## src/rtl/latch_array.sv

```systemverilog
// latch_array: bank of CHANNELS independent capture latches fed from a shared
// WIDTH-bit data bus. Each channel captures under its own gate, either
// transparently (MODE=0, follows d while gate is high) or on the gate's rising
// edge (MODE=1). After a close/capture, a lockout timer ignores the gate for
// HOLD_CYCLES cycles.
//
// Ports:
//   clk       system clock, all state on rising edge
//   rst       asynchronous active-high reset
//   d         shared data bus
//   gate      per-channel gate
//   clear     per-channel synchronous clear (overrides the state machine)
//   q         held values, channel i at [i*WIDTH +: WIDTH]
//   q_b       bitwise inverse of q
//   captured  one-cycle strobe per completed capture
//   busy      high while any channel is in lockout
//
// Per-channel states:
//   state  | meaning
//   CLOSED | idle, waiting for gate
//   OPEN   | transparent, q follows d (MODE=0 only)
//   LOCK   | lockout after close/capture, gate ignored
module latch_array #(
  parameter int WIDTH       = 8,
  parameter int CHANNELS    = 4,
  parameter int HOLD_CYCLES = 3,
  parameter int MODE        = 0
) (
  input  logic                      clk,
  input  logic                      rst,
  input  logic [WIDTH-1:0]          d,
  input  logic [CHANNELS-1:0]       gate,
  input  logic [CHANNELS-1:0]       clear,
  output logic [CHANNELS*WIDTH-1:0] q,
  output logic [CHANNELS*WIDTH-1:0] q_b,
  output logic [CHANNELS-1:0]       captured,
  output logic                      busy
);

  localparam int CW = (HOLD_CYCLES < 1) ? 1 : $clog2(HOLD_CYCLES + 1);
  localparam logic [CW-1:0] HOLD_LD = CW'(HOLD_CYCLES);

  typedef enum logic [1:0] {
    CLOSED = 2'd0,
    OPEN   = 2'd1,
    LOCK   = 2'd2
  } state_t;

  logic [CHANNELS-1:0] lock_vec;

  for (genvar i = 0; i < CHANNELS; i++) begin : g_ch
    state_t           st, st_nx;
    logic [CW-1:0]    cnt, cnt_nx;
    logic [WIDTH-1:0] q_r, q_nx;
    logic             cap_r, cap_nx;
    logic             gate_prev;

    always_ff @(posedge clk or posedge rst) begin
      if (rst) begin
        st        <= CLOSED;
        cnt       <= '0;
        q_r       <= '0;
        cap_r     <= 1'b0;
        gate_prev <= 1'b0;
      end else begin
        st        <= st_nx;
        cnt       <= cnt_nx;
        q_r       <= q_nx;
        cap_r     <= cap_nx;
        // Tracked in every state so a rise hidden inside lockout is consumed.
        gate_prev <= gate[i];
      end
    end

    always_comb begin
      st_nx  = st;
      cnt_nx = cnt;
      q_nx   = q_r;
      cap_nx = 1'b0;
      if (clear[i]) begin
        st_nx  = CLOSED;
        cnt_nx = '0;
        q_nx   = '0;
      end else begin
        case (st)
          CLOSED: begin
            if (MODE == 0) begin
              if (gate[i]) begin
                q_nx  = d;
                st_nx = OPEN;
              end
            end else if (gate[i] && !gate_prev) begin
              q_nx   = d;
              cap_nx = 1'b1;
              if (HOLD_CYCLES > 0) begin
                st_nx  = LOCK;
                cnt_nx = HOLD_LD;
              end
            end
          end
          OPEN: begin
            if (gate[i]) begin
              q_nx = d;
            end else begin
              cap_nx = 1'b1;
              if (HOLD_CYCLES > 0) begin
                st_nx  = LOCK;
                cnt_nx = HOLD_LD;
              end else begin
                st_nx = CLOSED;
              end
            end
          end
          LOCK: begin
            // Leaving on the count of one keeps LOCK exactly HOLD_CYCLES long.
            if (cnt <= CW'(1)) begin
              st_nx  = CLOSED;
              cnt_nx = '0;
            end else begin
              cnt_nx = cnt - CW'(1);
            end
          end
          default: begin
            st_nx  = CLOSED;
            cnt_nx = '0;
          end
        endcase
      end
    end

    assign q[i*WIDTH +: WIDTH] = q_r;
    assign captured[i]         = cap_r;
    assign lock_vec[i]         = (st == LOCK);
  end

  assign q_b  = ~q;
  assign busy = |lock_vec;

endmodule

```

## config.mk

```make
export PLATFORM = sky130hd
export DESIGN_NAME = latch_array
export DESIGN_NICKNAME = d
export VERILOG_FILES = /design/src/rtl/latch_array.sv
export SDC_FILE = /design/constraint.sdc
export NUM_CORES = 1
export LEC_CHECK = 0
export CAP_MARGIN = 20
export CORE_ASPECT_RATIO = 1.1
export CORE_MARGIN = 2
export CORE_UTILIZATION = 47
export CTS_CLUSTER_DIAMETER = 120
export DETAILED_ROUTE_END_ITERATION = 8
export PLACE_DENSITY_LB_ADDON = 0.25
export SYNTH_ARGS = -nofsm -noshare
export SYNTH_HDL_FRONTEND = slang
export SYNTH_SLANG_ARGS = --single-unit
```

## constraint.sdc

```tcl
create_clock -name clk -period 2.4 [get_ports clk]
set_input_delay 0.72 -clock clk [delete_from_list [all_inputs] [get_ports clk]]
set_output_delay 0.72 -clock clk [all_outputs]
set_load 0.1 [all_outputs]
```

==> results of run 1 <==
==> critical path, cell delays in order, from the launching register on <==
cell and delay (ps):
dfrtp_1 370, inv_2 70, ha_4 170, or4_4 550, buf_12 180
==> power groups by stage <==
stage	Combinational [mW]	Clock [mW]	Sequential, mW
2_1_floorplan	1.47	0	1.72
3_3_place_gp	2.59	0	1.14
3_5_place_dp	2.61	0	1.14
4_1_cts	2.71	0.536	1.11
5_1_grt	2.91	0.561	1.13
6_report	2.76	0.515	1.11
==> synth_stat cells, drive strengths merged <==
| cell | instances | share of area, % |
|---|---|---|
| a31o | 1 | 0.31 |
| a221oi | 4 | 1.3 |
| nor2 | 12 | 1.6 |
| o211ai | 2 | 0.54 |
| nand3 | 3 | 0.54 |
| o32ai | 1 | 0.31 |
| nand3b | 26 | 7.0 |
| inv | 44 | 5.9 |
| nand2b | 14 | 3.1 |
| o31ai | 24 | 6.4 |
| a31oi | 2 | 0.45 |
| or4 | 2 | 0.54 |
| a21o | 3 | 0.85 |
| a21oi | 11 | 2.0 |
| ha | 22 | 9.8 |
| o21ai | 4 | 0.85 |
| mux2i | 14 | 5.0 |
| nor3 | 2 | 0.36 |
| o21a | 3 | 0.80 |
| nor2b | 3 | 0.67 |
| a211o | 1 | 0.36 |
| and3b | 2 | 0.63 |
| clkbuf | 6 | 0.80 |
| buf | 8 | 1.8 |
| and3 | 3 | 0.67 |
| nand2 | 4 | 0.54 |
| a311oi | 1 | 0.31 |
| dfrtp | 52 | 47 |
==> final cells by class <==
cell class	count	area, µm²	area share (%)
clock buffers	8	90.1	2.40
repair buffers	101	826	22.0
well taps	77	96.3	2.56
flip-flops and latches	52	1300	34.6
multi-input cells	164	1280	34.0
inverters	44	165	4.40
==> layer usage <==
| metal | vias up | wire length (µm) | track usage, % |
|---|---|---|---|
| li1 | 1120 | - | - |
| met1 | 1150 | 2830 | 27.1 |
| met4 | 0 | 80 | 6.01 |
| met3 | 8 | 430 | 4.68 |
| met5 | - | 0 | 0 |
| met2 | 70 | 3490 | 37.5 |
==> flip-flops by register name (all words and copies together) (netlist names) <==
register    flops
g_ch.cnt        8
g_ch.st         8
g_ch.cap_r      4
g_ch.q_r       32
==> cells by family (layout without fill, tap and decap cells) <==
group / after synthesis / after routing / share of synthesized area [%]
simple gates: 71 / 71 / 15.7
fa+ha+maj: 22 / 22 / 9.84
compound gates: 57 / 57 / 14.4
flops: 52 / 52 / 46.5
mux: 14 / 14 / 5.01
buf+inv: 58 / 153 / 8.54
==> worst paths after layout <==
path	depth (start not counted)	slack (ps)	end	startpoint
worst max-delay path	4	20	busy	g_ch[1].st[0]
worst min-delay path	2	550	g_ch[2].cnt[0]	g_ch[2].cnt[0]
worst max register to register	7	590	g_ch[1].q_r[2]	g_ch[1].st[1]
worst min register to register	2	550	g_ch[2].cnt[0]	g_ch[2].cnt[0]
max in group asynchronous	3	1180	g_ch[3].q_r[7]	rst
min in group asynchronous	2	710	g_ch[1].q_r[1]	rst
==> stage by stage <==
stage / cell area, µm² / utilization (%) / std cells / setup TNS [ps] / worst slack (ps)
4_1_cts: 3710 / 64.3 / 440 / 0 / 0.237
5_1_grt: 3760 / 65.1 / 446 / -6.46 / -6.46
2_1_floorplan: 2800 / - / 274 / 0 / 45.3
3_5_place_dp: 3560 / 61.8 / 427 / 0 / 151
3_3_place_gp: 3560 / 61.8 / 427 / 0 / 179
6_report: 3760 / 65.1 / 446 / 0 / 24.5
==> timing repair <==
item / CTS / global route
buffers inserted: 5 / 6
setup endpoints to repair: 1 / 1
hold buffers: 0 / 0
pin swaps: 1 / 2
gates resized for setup: 4 / 4
==> placed cells by master, fill, tap and decap left out, types with 11 or more instances in the layout <==
cell              n
a21oi_1          11
dfrtp_1          52
clkdlybuf4s50_1  17
buf_4            82
mux2i_1          14
o31ai_1          24
nor2_1           12
nand3b_1         26
nand2b_1         14
inv_1            39
ha_1             19
==> reports/metrics.cfg, run 1 <==
[global_routing]
antenna_found_initial = 0
grt_max_degree = 37
grt_usage_pct = 21.5
grt_pass1_vias = 2242
grt_first_pass_wirelength_um = 11100
grt-ovfl-total = 0

[detailed_routing]
firstDrtPassIters = 4
viasPerCell = 5.26
avgRoutedWirePerCell_um = 15.3
final_antenna_net_count = 0
drc_errors = 0
drtIter0Drc = 169
wl_um = 6830
num_vias = 2348

[timing]
hold_viol_final = 0
finClkSkew_ps = 3.72
post-route-min-period_ps = 2380
slew_viol_final = 0
fin_crit_sh_pct = 99.0
relSlewSlack_pct = 57.6
worst_hold_slack_ps = 553
setup-violations-final = 0
fmax_mhz = 421
tightest_slew_ps = 634

[power_and_ir_drop]
comb_power_share_pct = 62.8
p_leak_nw = 1.79
power_mw = 4.39
seqPwrFrac_pct = 25.4
clock_power_share_pct = 11.7
powerDensity_nw_per_um2 = 1170
p_int_mw = 1.99
power.switching_mw = 2.40
p_sw_share_pct = 54.7
ir_drop_uv = 589

[floorplanning]
die_w_um = 77.6
rows = 29
core_um2 = 5770
ioPinCount = 87
die_area_um2 = 6590
fp.dieH_um = 84.9
initial_utilization_pct = 48.5

[placement]
hpwl_um = 4830
gp_congestion = 0.881
io_buffer_count = 86

[layout]
layout-drive-gt1-share_pct = 27.9
fin_nets = 408
diodes = 0
syn2layout_area_growth_pct = 34.3
fill_cells = 469

[run_status]
status = completed

[worst_setup_path]
worstPathMaxFanout = 3
arrival_ps = 1660
path_class = reg -> out
crit_path_end_kind = output pin
startpoint_type = flip-flop
crit_required_ps = 1680

[synth]
synthesis.nets = 314
synthCells = 274
ys_types = 33
syn_area_per_cell_um2 = 10.2
yosysSeqAreaShare_pct = 46.5
synth_seq_cells = 52
ys_warn_count = 0
synthesis.area_um2 = 2800

[cts]
ctsHtreeMaxLevel = 2
cts_buffers = 5
cts_tree = yes
cts-root-buf = clkbuf_8
clockBufferDepth = 2
cts.sinks = 52
insertion_delay_ps = 310
clk_pin_slew_ps = 90

[worst_hold_path]
worstHoldPathType = reg -> reg

[flow_run]
drv_cap = 0

Note: power is estimated with default switching activity, not from simulation.
==> inputs of run 2 (changes only) <==
--- a/config.mk
+++ b/config.mk
@@ -5,8 +5,7 @@
 export SDC_FILE = /design/constraint.sdc
 export NUM_CORES = 1
 export LEC_CHECK = 0
-export CAP_MARGIN = 20
-export CORE_ASPECT_RATIO = 1.1
+export CORE_ASPECT_RATIO = 1.75
 export CORE_MARGIN = 2
 export CORE_UTILIZATION = 47
 export CTS_CLUSTER_DIAMETER = 120
==> reports/metrics.cfg, run 2 (synthesis gave the netlist of run 1 again) <==
[worst_setup_path]
worst_path_max_delay_cell = or4_4
r2r_start = g_ch[0].st[0]
crit_required_ps = 1680
path_class = reg -> out
worst_r2r_endpoint = g_ch[0].st[1]
slowest_delay_ps = 530
startpoint_type = flip-flop
worstPathMaxFanout = 3
rrSetupSlack_ps = 660
arrival_ps = 1660
reg2reg_depth = 5
crit_path_end_kind = output pin
path_cells = inv_2 -> ha_4 -> or4_4 -> buf_12

[timing]
fmax_mhz = 420
fin_crit_sh_pct = 99.3
post-route-min-period_ps = 2380
worst_hold_slack_ps = 553
setup-violations-final = 0
relSlewSlack_pct = 58.1
hold_viol_final = 0
slew_viol_final = 0
rsz0062_at_grt = true
tns_ps = 0
finClkSkew_ps = 6.82
layout_setup_ws_ps = 17.2
tightest_slew_ps = 627

[cts]
ctsHtreeMaxLevel = 2
insertion_delay_ps = 300
clk_pin_slew_ps = 90
cts-root-buf = clkbuf_8
cts_buffers = 5
cts_tree = yes
clockBufferDepth = 2
cts.sinks = 52

[floorplanning]
fp.dieH_um = 106
die_area_um2 = 6610
core_um2 = 5830
die_w_um = 62.3
initial_utilization_pct = 48.0
rows = 37
ioPinCount = 87

[layout]
layout-drive-gt1-share_pct = 27.2
register_area_um2 = 1300
diodes = 0
fin_cells = 445
largest_register_ffs = 32
multi_input_area_um2 = 1280
largestRegisters = g_ch.q_r x32, g_ch.cnt x8, g_ch.st x8
final_common_cell = buf_4
syn2layout_area_growth_pct = 33.7
final_cell_area_um2 = 3740
post-route-util_pct = 64.1
fin_nets = 406
final_cell_mix = 80 x buf_4, 52 x dfrtp_1, 39 x inv_1
fill_cells = 497
top_register = g_ch.q_r

[detailed_routing]
avgRoutedWirePerCell_um = 15.4
viasPerCell = 5.26
wl_um = 6870
drtIter0Drc = 105
drc_errors = 0
num_vias = 2341
firstDrtPassIters = 4
final_antenna_net_count = 0

[power_and_ir_drop]
power_mw = 4.37
clock_power_share_pct = 11.8
ir_drop_uv = 776
comb_power_share_pct = 62.7
powerDensity_nw_per_um2 = 1170
p_leak_nw = 1.78
p_sw_share_pct = 54.9
power.switching_mw = 2.40
seqPwrFrac_pct = 25.5
p_int_mw = 1.97

[worst_hold_path]
hp-start = g_ch[0].cnt[0]
min_path_cells = 2
worstHoldPathType = reg -> reg
holdPathEnd = g_ch[0].cnt[0]

[placement]
hpwl_um = 5040
io_buffer_count = 86
gp_congestion = 0.913
dp.cells = 429
place_area_um2 = 3570
pre_cts_slack_ps = 143

[global_routing]
grt-ovfl-total = 0
antenna_found_initial = 0
grt_first_pass_wirelength_um = 11300
grt_max_degree = 37
grt_usage_pct = 21.9
grt_pass1_vias = 2252

[run_status]
status = completed

[flow_run]
drv_cap = 0

==> run 2: cell count changes in the layout (fill, tap and decap cells not counted) <==
cell / change
ha_1: +1
buf_4: -2
ha_2: -1
==> run 2: per-layer routing <==
layer | track usage [%] | routed length [µm]
met1 | 28.3 | 2850
met3 | 2.43 | 236
met5 | 0 | 0
met4 | 6.98 | 145
met2 | 38.3 | 3640
==> run 2: worst max-delay path by stage <==
stage	start	end	slack [ps]	cells past startpoint
final	g_ch[1].st[0]	busy	20	4
after global routing	g_ch[2].st[1]	busy	-20	3
after CTS	g_ch[1].st[0]	busy	2	4
after detailed placement	g_ch[1].st[0]	busy	140	4
after global placement	g_ch[1].st[0]	busy	150	4
after floorplan	g_ch[1].st[0]	busy	50	3
==> run 2: timing repair <==
| action | in CTS | in global routing |
|---|---|---|
| pin swaps | 0 | 2 |
| setup endpoints to repair | 1 | 1 |
| buffers inserted | 4 | 4 |
| hold buffers | 0 | 0 |
| resized for setup | 5 | 2 |
==> run 2: layout make-up <==
| cell class | count | share of cell area (%) |
|---|---|---|
| Multi-Input combinational cell | 164 | 34.1 |
| Clock buffer | 8 | 2.41 |
| Sequential cell | 52 | 34.8 |
| Timing Repair Buffer | 99 | 21.7 |
| Inverter | 44 | 4.41 |
| Tap cell | 78 | 2.61 |
==> run 2: critical path: cells and delay by family, from the launching register on <==
| family | cells | cell delay [ps] |
|---|---|---|
| fa+ha+maj | 1 | 170 |
| simple gates | 1 | 530 |
| flops | 1 | 390 |
| buf+inv | 2 | 250 |
==> run 2: power groups by stage <==
| stage | Combinational [mW] | Sequential [mW] | Clock (mW) |
|---|---|---|---|
| final | 2.74 | 1.12 | 0.515 |
| after global routing | 2.89 | 1.14 | 0.554 |
| after floorplan | 1.47 | 1.72 | 0 |
| after global placement | 2.60 | 1.14 | 0 |
| after detailed placement | 2.62 | 1.14 | 0 |
| after CTS | 2.71 | 1.12 | 0.532 |
==> inputs of run 3 (changes only) <==
--- a/config.mk
+++ b/config.mk
@@ -10,7 +10,7 @@
 export CORE_UTILIZATION = 47
 export CTS_CLUSTER_DIAMETER = 120
 export DETAILED_ROUTE_END_ITERATION = 8
-export PLACE_DENSITY_LB_ADDON = 0.25
+export PLACE_DENSITY = 0.85
 export SYNTH_ARGS = -nofsm -noshare
 export SYNTH_HDL_FRONTEND = slang
 export SYNTH_SLANG_ARGS = --single-unit
==> reports/metrics.cfg, run 3 (synthesis gave the netlist of run 1 again) <==
[layout]
largest_register_ffs = 32
layout-drive-gt1-share_pct = 27.3
final_common_cell = buf_4
diodes = 0
syn2layout_area_growth_pct = 34.2
top_register = g_ch.q_r
fin_nets = 405
largestRegisters = g_ch.q_r x32, g_ch.cnt x8, g_ch.st x8
final_cell_area_um2 = 3750
fin_cells = 444
final_cell_mix = 79 x buf_4, 52 x dfrtp_1, 40 x inv_1

[power_and_ir_drop]
power_mw = 4.46
powerDensity_nw_per_um2 = 1190
ir_drop_uv = 1000
p_leak_nw = 1.78

[timing]
tightest_slew_ps = 634
fmax_mhz = 417
finClkSkew_ps = 7.56
rsz0062_at_grt = true
post-route-min-period_ps = 2400
setup-violations-final = 0
slew_viol_final = 0
fin_crit_sh_pct = 99.9
tns_ps = 0
relSlewSlack_pct = 57.6
hold_viol_final = 0

[global_routing]
grt-ovfl-total = 0
grt_first_pass_wirelength_um = 11100
grt_pass1_vias = 2297
antenna_found_initial = 0
grt_max_degree = 53
grt_usage_pct = 21.4

[floorplanning]
die_area_um2 = 6610
rows = 37
fp.dieH_um = 106
initial_utilization_pct = 48.0
ioPinCount = 87
die_w_um = 62.3
core_um2 = 5830

[detailed_routing]
drc_errors = 0
drtIter0Drc = 102
firstDrtPassIters = 4
avgRoutedWirePerCell_um = 15.5
viasPerCell = 5.28
final_antenna_net_count = 0
wl_um = 6900
num_vias = 2344

[run_status]
status = completed

[worst_setup_path]
arrival_ps = 1680
worstPathMaxFanout = 4
startpoint_type = flip-flop
path_class = reg -> out
crit_required_ps = 1680
crit_path_end_kind = output pin

[placement]
io_buffer_count = 86
gp_congestion = 0.862
place_area_um2 = 3560
hpwl_um = 5010
dp.cells = 428

[worst_hold_path]
worstHoldPathType = reg -> reg

[flow_run]
drv_cap = 0

[cts]
cts_tree = yes
cts.sinks = 52
cts-root-buf = clkbuf_8
clockBufferDepth = 2
cts_hold_buffers = 0
clk_pin_slew_ps = 90
insertion_delay_ps = 320
ctsHtreeMaxLevel = 2
cts_buffers = 5

run 3: metrics by stage:
stage | hold slack [ps] | utilization [%] | setup slack (ps)
after detailed placement | 537 | 61.1 | 154
after floorplan | 506 | - | 45.3
after global placement | 532 | 61.1 | 180
after global routing | 569 | 64.4 | -35.8
after CTS | 554 | 64.0 | 9.69
final | 553 | 64.4 | 2.86
run 3: worst paths after layout:
| path | to | depth (start not counted) | slack, ps | startpoint |
|---|---|---|---|---|
| min in group asynchronous | g_ch[0].q_r[5] | 3 | 760 | rst |
| max | busy | 3 | 3 | g_ch[0].st[1] |
| max reg2reg | g_ch[1].q_r[5] | 6 | 650 | g_ch[1].st[1] |
| max in group asynchronous | g_ch[0].cnt[1] | 3 | 1390 | rst |
| min | g_ch[1].q_r[0] | 2 | 550 | g_ch[1].q_r[0] |
| min reg2reg | g_ch[1].q_r[0] | 2 | 550 | g_ch[1].q_r[0] |
run 3: area by class of cell:
cell class | count | area (µm²)
clock buffer | 6 | 72.6
fill | 517 | 2080
timing repair buffer | 98 | 803
tap | 78 | 97.6
inverter | 44 | 165
sequential | 52 | 1300
multi-input combinational | 164 | 1280
clock inverter | 2 | 35.0
run 3: critical path, stage by stage (launching register included):
cell	delay, ps
dfrtp_1	420
ha_2	190
or4_4	560
buf_12	190
run 3: where the power goes:
group / leakage [nW] / internal [mW] / total, mW / switching [mW]
Combinational: 1.03 / 0.716 / 2.75 / 2.03
Clock: 0.0552 / 0.310 / 0.601 / 0.291
Sequential: 0.702 / 1.02 / 1.11 / 0.0971
Total: 1.78 / 2.04 / 4.46 / 2.42
run 3: metal layers:
layer / global-route usage, % / wire length, µm
met4: 9.21 / 208
met3: 3.92 / 286
met2: 39.2 / 3730
met1: 24.1 / 2680
met5: 0 / 0
run 3: what timing repair did:
item,in CTS,in global routing
resized for setup,6,1
setup buffers,6,2
setup endpoints to repair,1,1
pin swaps,2,1
